## config.mk

```make
export PLATFORM = sky130hd
export DESIGN_NAME = edge_event_recorder
export DESIGN_NICKNAME = d
export VERILOG_FILES = /design/src/rtl/edge_event_pkg.sv /design/src/rtl/evt_fifo.sv /design/src/rtl/edge_event_recorder.sv
export SDC_FILE = /design/constraint.sdc
export NUM_CORES = 1
export LEC_CHECK = 0
export ABC_CLOCK_PERIOD_IN_PS = 3400
export BUFFER_PORTS_ARGS = -buffer_cell sky130_fd_sc_hd__clkbuf_2
export CORE_MARGIN = 4
export CORE_UTILIZATION = 57
export CTS_BUF_LIST = sky130_fd_sc_hd__clkbuf_8
export DETAILED_ROUTE_END_ITERATION = 10
export PLACE_DENSITY = 0.89
export SLEW_MARGIN = 20
export SYNTH_ARGS = -nofsm -noshare
export SYNTH_HDL_FRONTEND = slang
export SYNTH_SLANG_ARGS = --single-unit
```

## constraint.sdc

```tcl
create_clock -name clk -period 3.4 [get_ports clk]
set_input_delay 0.17 -clock clk [delete_from_list [all_inputs] [get_ports clk]]
set_output_delay 0.17 -clock clk [all_outputs]
set_load 0.03 [all_outputs]
```

## src/rtl/edge_event_pkg.sv

```systemverilog
// ---------------------------------------------------------------------------
// edge_event_pkg
//   Shared types and default constants for the edge event recorder.
//   edge_rec_t is the record layout at the default timestamp width. The
//   recorder builds the same layout at its own TS_W and hands that type to
//   the FIFO.
// ---------------------------------------------------------------------------
package edge_event_pkg;

    localparam int DEF_DEPTH  = 8;
    localparam int DEF_TS_W   = 16;
    localparam int DEF_DROP_W = 8;

    typedef struct packed {
        logic                level;
        logic [DEF_TS_W-1:0] ts;
    } edge_rec_t;

endpackage : edge_event_pkg

```

## src/rtl/evt_fifo.sv

```systemverilog
// ---------------------------------------------------------------------------
// evt_fifo
//   Synchronous FIFO of event records with first-word-fall-through head.
//   Ports:
//     clk, rst_n       clock, asynchronous active-low reset
//     push_i / din_i   write request and record; ignored when full unless
//                      a pop happens in the same cycle
//     pop_i            read request; ignored when empty
//     full_o, empty_o  fill flags
//     count_o          records currently stored (0..DEPTH)
//     head_o           oldest record (valid when !empty_o)
// ---------------------------------------------------------------------------
module evt_fifo
    import edge_event_pkg::*;
#(
    parameter int   DEPTH = DEF_DEPTH,
    parameter type  rec_t = edge_rec_t,
    localparam int  AW    = $clog2(DEPTH)
) (
    input  logic        clk,
    input  logic        rst_n,
    input  logic        push_i,
    input  rec_t        din_i,
    input  logic        pop_i,
    output logic        full_o,
    output logic        empty_o,
    output logic [AW:0] count_o,
    output rec_t        head_o
);

    rec_t          mem_q [DEPTH];
    logic [AW-1:0] wr_q, wr_d;
    logic [AW-1:0] rd_q, rd_d;
    logic [AW:0]   count_q, count_d;
    logic          do_push, do_pop;

    assign full_o  = (count_q == (AW+1)'(DEPTH));
    assign empty_o = (count_q == '0);
    assign count_o = count_q;
    assign head_o  = mem_q[rd_q];

    // When full, a simultaneous pop frees the head slot, which is exactly
    // the slot the write pointer targets, so the push can be accepted.
    assign do_pop  = pop_i && !empty_o;
    assign do_push = push_i && (!full_o || do_pop);

    always_comb begin
        wr_d    = wr_q;
        rd_d    = rd_q;
        count_d = count_q;
        if (do_push) wr_d = wr_q + AW'(1);
        if (do_pop)  rd_d = rd_q + AW'(1);
        unique case ({do_push, do_pop})
            2'b10:   count_d = count_q + (AW+1)'(1);
            2'b01:   count_d = count_q - (AW+1)'(1);
            default: count_d = count_q;
        endcase
    end

    always_ff @(posedge clk or negedge rst_n) begin
        if (!rst_n) begin
            wr_q    <= '0;
            rd_q    <= '0;
            count_q <= '0;
        end else begin
            wr_q    <= wr_d;
            rd_q    <= rd_d;
            count_q <= count_d;
        end
    end

    // NOTE: storage is not reset; only pointers/count are, since an entry is
    // never read before it has been written.
    always_ff @(posedge clk) begin
        if (do_push) mem_q[wr_q] <= din_i;
    end

endmodule : evt_fifo

```

## src/rtl/edge_event_recorder.sv

```systemverilog
// ---------------------------------------------------------------------------
// edge_event_recorder
//   Watches a single-bit signal and records each level change, while
//   enabled, as {new level, timestamp} in a FIFO drained through a
//   valid/ready port. Events arriving while the buffer is full are dropped
//   and accounted in a sticky flag and a saturating counter.
//   Ports:
//     clk, rst_n            clock, asynchronous active-low reset
//     sample                monitored signal (already synchronous to clk)
//     enable                record edges when 1; level is tracked always
//     rec_valid/rec_ready   reader handshake for the head record
//     rec_level, rec_ts     head record, or last popped record when empty
//     count                 records buffered
//     overflow, drop_cnt    sticky drop flag, saturating drop counter
//     clear_ovf             synchronous clear of overflow/drop_cnt
// ---------------------------------------------------------------------------
module edge_event_recorder
    import edge_event_pkg::*;
#(
    parameter int  DEPTH  = DEF_DEPTH,
    parameter int  TS_W   = DEF_TS_W,
    parameter int  DROP_W = DEF_DROP_W,
    localparam int CW     = $clog2(DEPTH) + 1
) (
    input  logic              clk,
    input  logic              rst_n,
    input  logic              sample,
    input  logic              enable,
    output logic              rec_valid,
    input  logic              rec_ready,
    output logic              rec_level,
    output logic [TS_W-1:0]   rec_ts,
    output logic [CW-1:0]     count,
    output logic              overflow,
    output logic [DROP_W-1:0] drop_cnt,
    input  logic              clear_ovf
);

    typedef struct packed {
        logic            level;
        logic [TS_W-1:0] ts;
    } rec_t;

    logic [TS_W-1:0]   ts_q;
    logic              prev_q;
    logic              ovf_q, ovf_d;
    logic [DROP_W-1:0] drop_q, drop_d;
    rec_t              last_q;
    rec_t              head;
    logic              fifo_full, fifo_empty;
    logic              edge_evt, pop, drop;

    assign edge_evt  = enable && (sample != prev_q);
    assign rec_valid = !fifo_empty;
    assign pop       = rec_valid && rec_ready;
    assign drop      = edge_evt && fifo_full && !pop;

    evt_fifo #(
        .DEPTH (DEPTH),
        .rec_t (rec_t)
    ) u_fifo (
        .clk     (clk),
        .rst_n   (rst_n),
        .push_i  (edge_evt),
        .din_i   ('{level: sample, ts: ts_q}),
        .pop_i   (pop),
        .full_o  (fifo_full),
        .empty_o (fifo_empty),
        .count_o (count),
        .head_o  (head)
    );

    // A drop in the same cycle as clear_ovf wins: the cleared counter
    // restarts at one.
    always_comb begin
        ovf_d  = ovf_q;
        drop_d = drop_q;
        if (drop) begin
            ovf_d = 1'b1;
            if (clear_ovf)  drop_d = DROP_W'(1);
            else if (!(&drop_q)) drop_d = drop_q + DROP_W'(1);
        end else if (clear_ovf) begin
            ovf_d  = 1'b0;
            drop_d = '0;
        end
    end

    // NOTE: every register here updates with non-blocking assignments so all
    // of them see the same pre-edge values of prev_q/ts_q.
    always_ff @(posedge clk or negedge rst_n) begin
        if (!rst_n) begin
            ts_q   <= '0;
            prev_q <= 1'b0;
            ovf_q  <= 1'b0;
            drop_q <= '0;
            last_q <= '0;
        end else begin
            ts_q   <= ts_q + TS_W'(1);
            prev_q <= sample;
            ovf_q  <= ovf_d;
            drop_q <= drop_d;
            if (pop) last_q <= head;
        end
    end

    // With nothing buffered, present the most recently consumed record.
    assign rec_level = rec_valid ? head.level : last_q.level;
    assign rec_ts    = rec_valid ? head.ts    : last_q.ts;
    assign overflow  = ovf_q;
    assign drop_cnt  = drop_q;

endmodule : edge_event_recorder

```

==> results.md <==
Placed design:
- Summed over all nets, the half-perimeter wirelength after detailed placement is 9800 µm.
- The instance area at placement is 8110 µm².
- The number of port buffers is 36.
- Routability-driven placement finished with a final weighted congestion of 0.796.
- The number of placed instances, taps included is 660.

Clocking:
- The number of gates resized after CTS was 0.
- TritonCTS built the clock tree.
- The buffer type at the clock tree root is clkbuf_8.
- The clock passes through at most 2 buffers.
- CTS built an H-tree with a depth of 4.
- The later pin in the worst-skew pair is clocked with a latency of 0.45 ns.
- In this run, CTS created clock tree buffers numbering 17.
- After clock tree synthesis, the clock-pin slew on the worst setup and hold paths is 0.10 ns.
- The clock net in this run drives a total of 189 sinks.

Floorplanning:
- The initial cell density of the core is 0.580.
- The placeable core region is 13200 µm².
- The die is 124 µm wide.
- 37 I/O pins were placed.
- The die covers 15300 µm².
- The die boundary height is 124 µm.
- The floorplan has 42 rows.

Synthesis:
- The synthesized design contains 136 enable-type register cells.
- The fraction of the mapped netlist area in adder cells is 0.00818.
- By area the synthesized netlist is led by edfxtp_1 (53%), dfrtp_1 (17%), mux4_2 (10%), mux2i_1 (2.5%), o21ai_0 (2.5%).
- The flop and latch count out of synthesis is 189.
- The share of the Yosys chip area taken by registers is 0.707.
- The fraction of the mapped netlist area in compound gates was 0.0461.
- The instance count of the mapped netlist is 456.
- The xor and xnor area share after synthesis is 0.0273.
- The Yosys step of the flow raised 0 warnings.
- In the synthesized netlist the async set-or-reset flop fraction comes to 0.280.
- The number of unique standard cell types used by synthesis is 42.
- The cell type contributing the most total cell area after synthesis is edfxtp_1.
- The share of synthesized area in the top cell type comes to 0.534.
- The mean instance size in the synthesized netlist is 16.8 µm².
- Counting every net in the synthesized netlist gives 467.
- Of the total synthesized cell area, the portion taken by AND, OR, NAND and NOR gates is 0.0658.
- After synthesis, the most frequently instantiated cells are edfxtp_1 (136), dfrtp_1 (53), nand2_1 (45), o21ai_0 (38), mux4_2 (34).
- For this run, the leading register cell type out of synthesis is edfxtp_1.
- Among all cell types in the netlist, the one instantiated most often is edfxtp_1.
- The mux share of post-synthesis cell area is 0.129.
- The synthesized cell area is 7650 µm².
- By area, the combinational part of the netlist is dominated by multiplexers.

Detailed routing:
- The average detailed-routed wire length per instance is 21.8 µm.
- Summing over every cut layer, the via total after detailed routing is 4260.
- In this run, the number of DRC markers left after iteration 0 of detailed routing was 419.
- Before antenna repair, the detailed router went through 5 iterations.
- The DRC violation count after routing is 0.
- Wires add up to 15100 µm.
- The detail-routed via count per cell is 6.13.
- The detail route stage leaves a number of antenna-violating nets equal to 0.

Finish:
- Summing all non-filler instances in the final layout gives an area of 8530 µm².
- The final net count is 517.
- Summing all multi-input logic gate instances after layout gives 2160 µm².
- The count of non-filler cells in the finished layout is 695.
- The total inserted antenna cells is 0.
- Summing all flip-flop and latch instances after layout gives 5410 µm².
- In the final layout, the share of cells above drive strength 1 is 0.258.
- The layout has 802 filler cells.
- The area growth from synthesis to layout is 11.5%.

Worst setup path:
- Along the worst path, the maximum fanout reaches 29.
- The signal on the critical path passes through buf_4 > mux4_2 > mux2i_1 > o21ai_0 > clkbuf_2.
- The critical path arrival is 2.86 ns.
- The highest-delay cell along the critical path is dfrtp_2.
- The worst setup path is launched from a flip-flop.
- The endpoint required time on the critical path is 3.23 ns.
- The maximum cell stage delay along the critical path is 0.98 ns.
- The kind of capture point of the worst setup path is an output pin.
- The worst setup path is of the flip-flop to output pin kind.

STA:
- The final count of pins violating max slew is 0.
- Setup repair after global routing left no endpoint under its margin.
- Across the routed clock network, the largest skew measured is 0.0160 ns.
- The transition time of the tightest slew-check pin is 1.06 ns.
- The final-layout setup total negative slack is 0 ns.
- The fmax is 330 MHz.
- The headroom to the max-slew limit is 0.291.
- The clock period could shrink to 3.03 ns.
- In the finished design, the share of the clock period the worst path needs comes to 0.892.
- The number of endpoints with negative hold slack in the final report is 0.
- Setup violations remaining at the end of the flow were counted as 0.
- The final hold slack is 0.125 ns.

GRT:
- In the global route stage, overall resource usage came out at 0.209.
- The first global-routing pass estimated 23500 µm of wire.
- The number of global-route vias before repair is 4306.
- For this run the aggregate overflow at the end of global routing stands at 0.
- The initial antenna violation count is 0.
- Entering global routing, the biggest net connects 42 pins.

Flow run:
- Max-cap violations in this run came to 0.

Worst hold path:
- The path class of the tightest hold or removal check is primary input to flip-flop.

Pwr:
- Power spread over the standard cell area amounts to 756 nW/µm².
- The net switching component of the power is 2.35 mW.
- The internal power is 4.10 mW.
- The cell leakage power is 3.24 nW.
- Of the total power, the share spent switching nets is 0.365.
- The combinational share of power is 0.303.
- The largest vdd supply drop is 0.313 mV.
- The share of total power dissipated in the clock network is 0.221.
- The part of the total power dissipated in sequential elements is 0.476.
- The total power is 6.45 mW.

Run status:
- The run finished with clean final reports.
[metrics by stage]
step	utilization	setup WS, ns
after floorplan	-	0.0268
after global placement	0.615	0.905
after global routing	0.647	0.122
after CTS	0.647	0.307
final	0.647	0.366
after detailed placement	0.615	0.787
[layer usage]
metal	GRT usage	share of wire
met4	0.0782	0.020
met2	0.355	0.52
met1	0.265	0.40
met3	0.0450	0.060
met5	0	0
[cell families (layout without fill, tap and decap cells)]
family / count (synthesis) / after routing
mux: 56 / 56
xor+xnor: 23 / 23
simple gates: 95 / 95
buf+inv: 29 / 92
flops: 189 / 189
compound gates: 59 / 59
fa+ha+maj: 5 / 5
[sequential cells by signal (all words and copies together) (netlist names)]
name,count
u_fifo.mem_q,136
last_q,17
ts_q,16
drop_cnt,8
u_fifo.count_o,4
u_fifo.rd_q,3
u_fifo.wr_q,3
overflow,1
prev_q,1
[final timing paths]
check	start	end	slack, ns	cells past startpoint
max	u_fifo.rd_q[1]	rec_ts[10]	0.37	5
min	enable	u_fifo.count_o[3]	0.12	3
max reg2reg	u_fifo.count_o[3]	u_fifo.mem_q[6][10]	1.00	5
min reg2reg	last_q[6]	last_q[6]	0.49	2
max in group asynchronous	rst_n	u_fifo.rd_q[1]	2.21	3
min in group asynchronous	rst_n	drop_cnt[2]	0.32	2
[cell usage in the layout (no fill, tap or decap), types with 2 or more instances in the layout]
master / n
a21oi_1: 9
and3_1: 6
and4_1: 2
buf_4: 15
clkbuf_2: 36
clkbuf_8: 17
clkinv_4: 2
dfrtp_1: 52
dlygate4sd3_1: 3
edfxtp_1: 136
ha_1: 5
inv_1: 7
inv_6: 6
inv_8: 2
mux2_2: 3
mux2i_1: 19
mux4_2: 34
nand2_1: 45
nand3_1: 9
nand4_1: 5
nor2_1: 4
nor3_1: 2
nor3_2: 2
nor3b_2: 2
nor4b_2: 2
o21ai_0: 38
o31ai_1: 4
or3_1: 3
or4_1: 5
xnor2_1: 14
xor2_1: 8
[worst max-delay path: cells and delay by family, from the launching register on]
| kind | cells | cell delay [ns] |
|---|---|---|
| buffers and inverters | 2 | 0.55 |
| flip-flops | 1 | 0.98 |
| multiplexers | 2 | 0.75 |
| AO/OA/AOI/OAI | 1 | 0.12 |
[what timing repair did]
action / in CTS / in global routing
hold endpoints to repair: 35 / 0
hold buffers: 3 / 0
buffers inserted: 0 / 0
[power groups by stage]
| stage | clock network, mW | registers (mW) | logic, mW |
|---|---|---|---|
| floorplan | 0 | 2.90 | 1.54 |
| global placement | 0 | 3.09 | 1.84 |
| detailed placement | 0 | 3.12 | 1.95 |
| CTS | 1.44 | 3.07 | 1.95 |
| global route | 1.55 | 3.12 | 2.07 |
| finish | 1.43 | 3.07 | 1.95 |
[cell type report]
cell class / instances / area share
Sequential cell: 189 / 0.634
Multi-Input combinational cell: 238 / 0.254
Timing Repair Buffer: 54 / 0.0378
Clock buffer: 17 / 0.0274
Tap cell: 176 / 0.0258
Clock inverter: 15 / 0.0182
Inverter: 6 / 0.00264
Note: power is estimated with default switching activity, not from simulation.
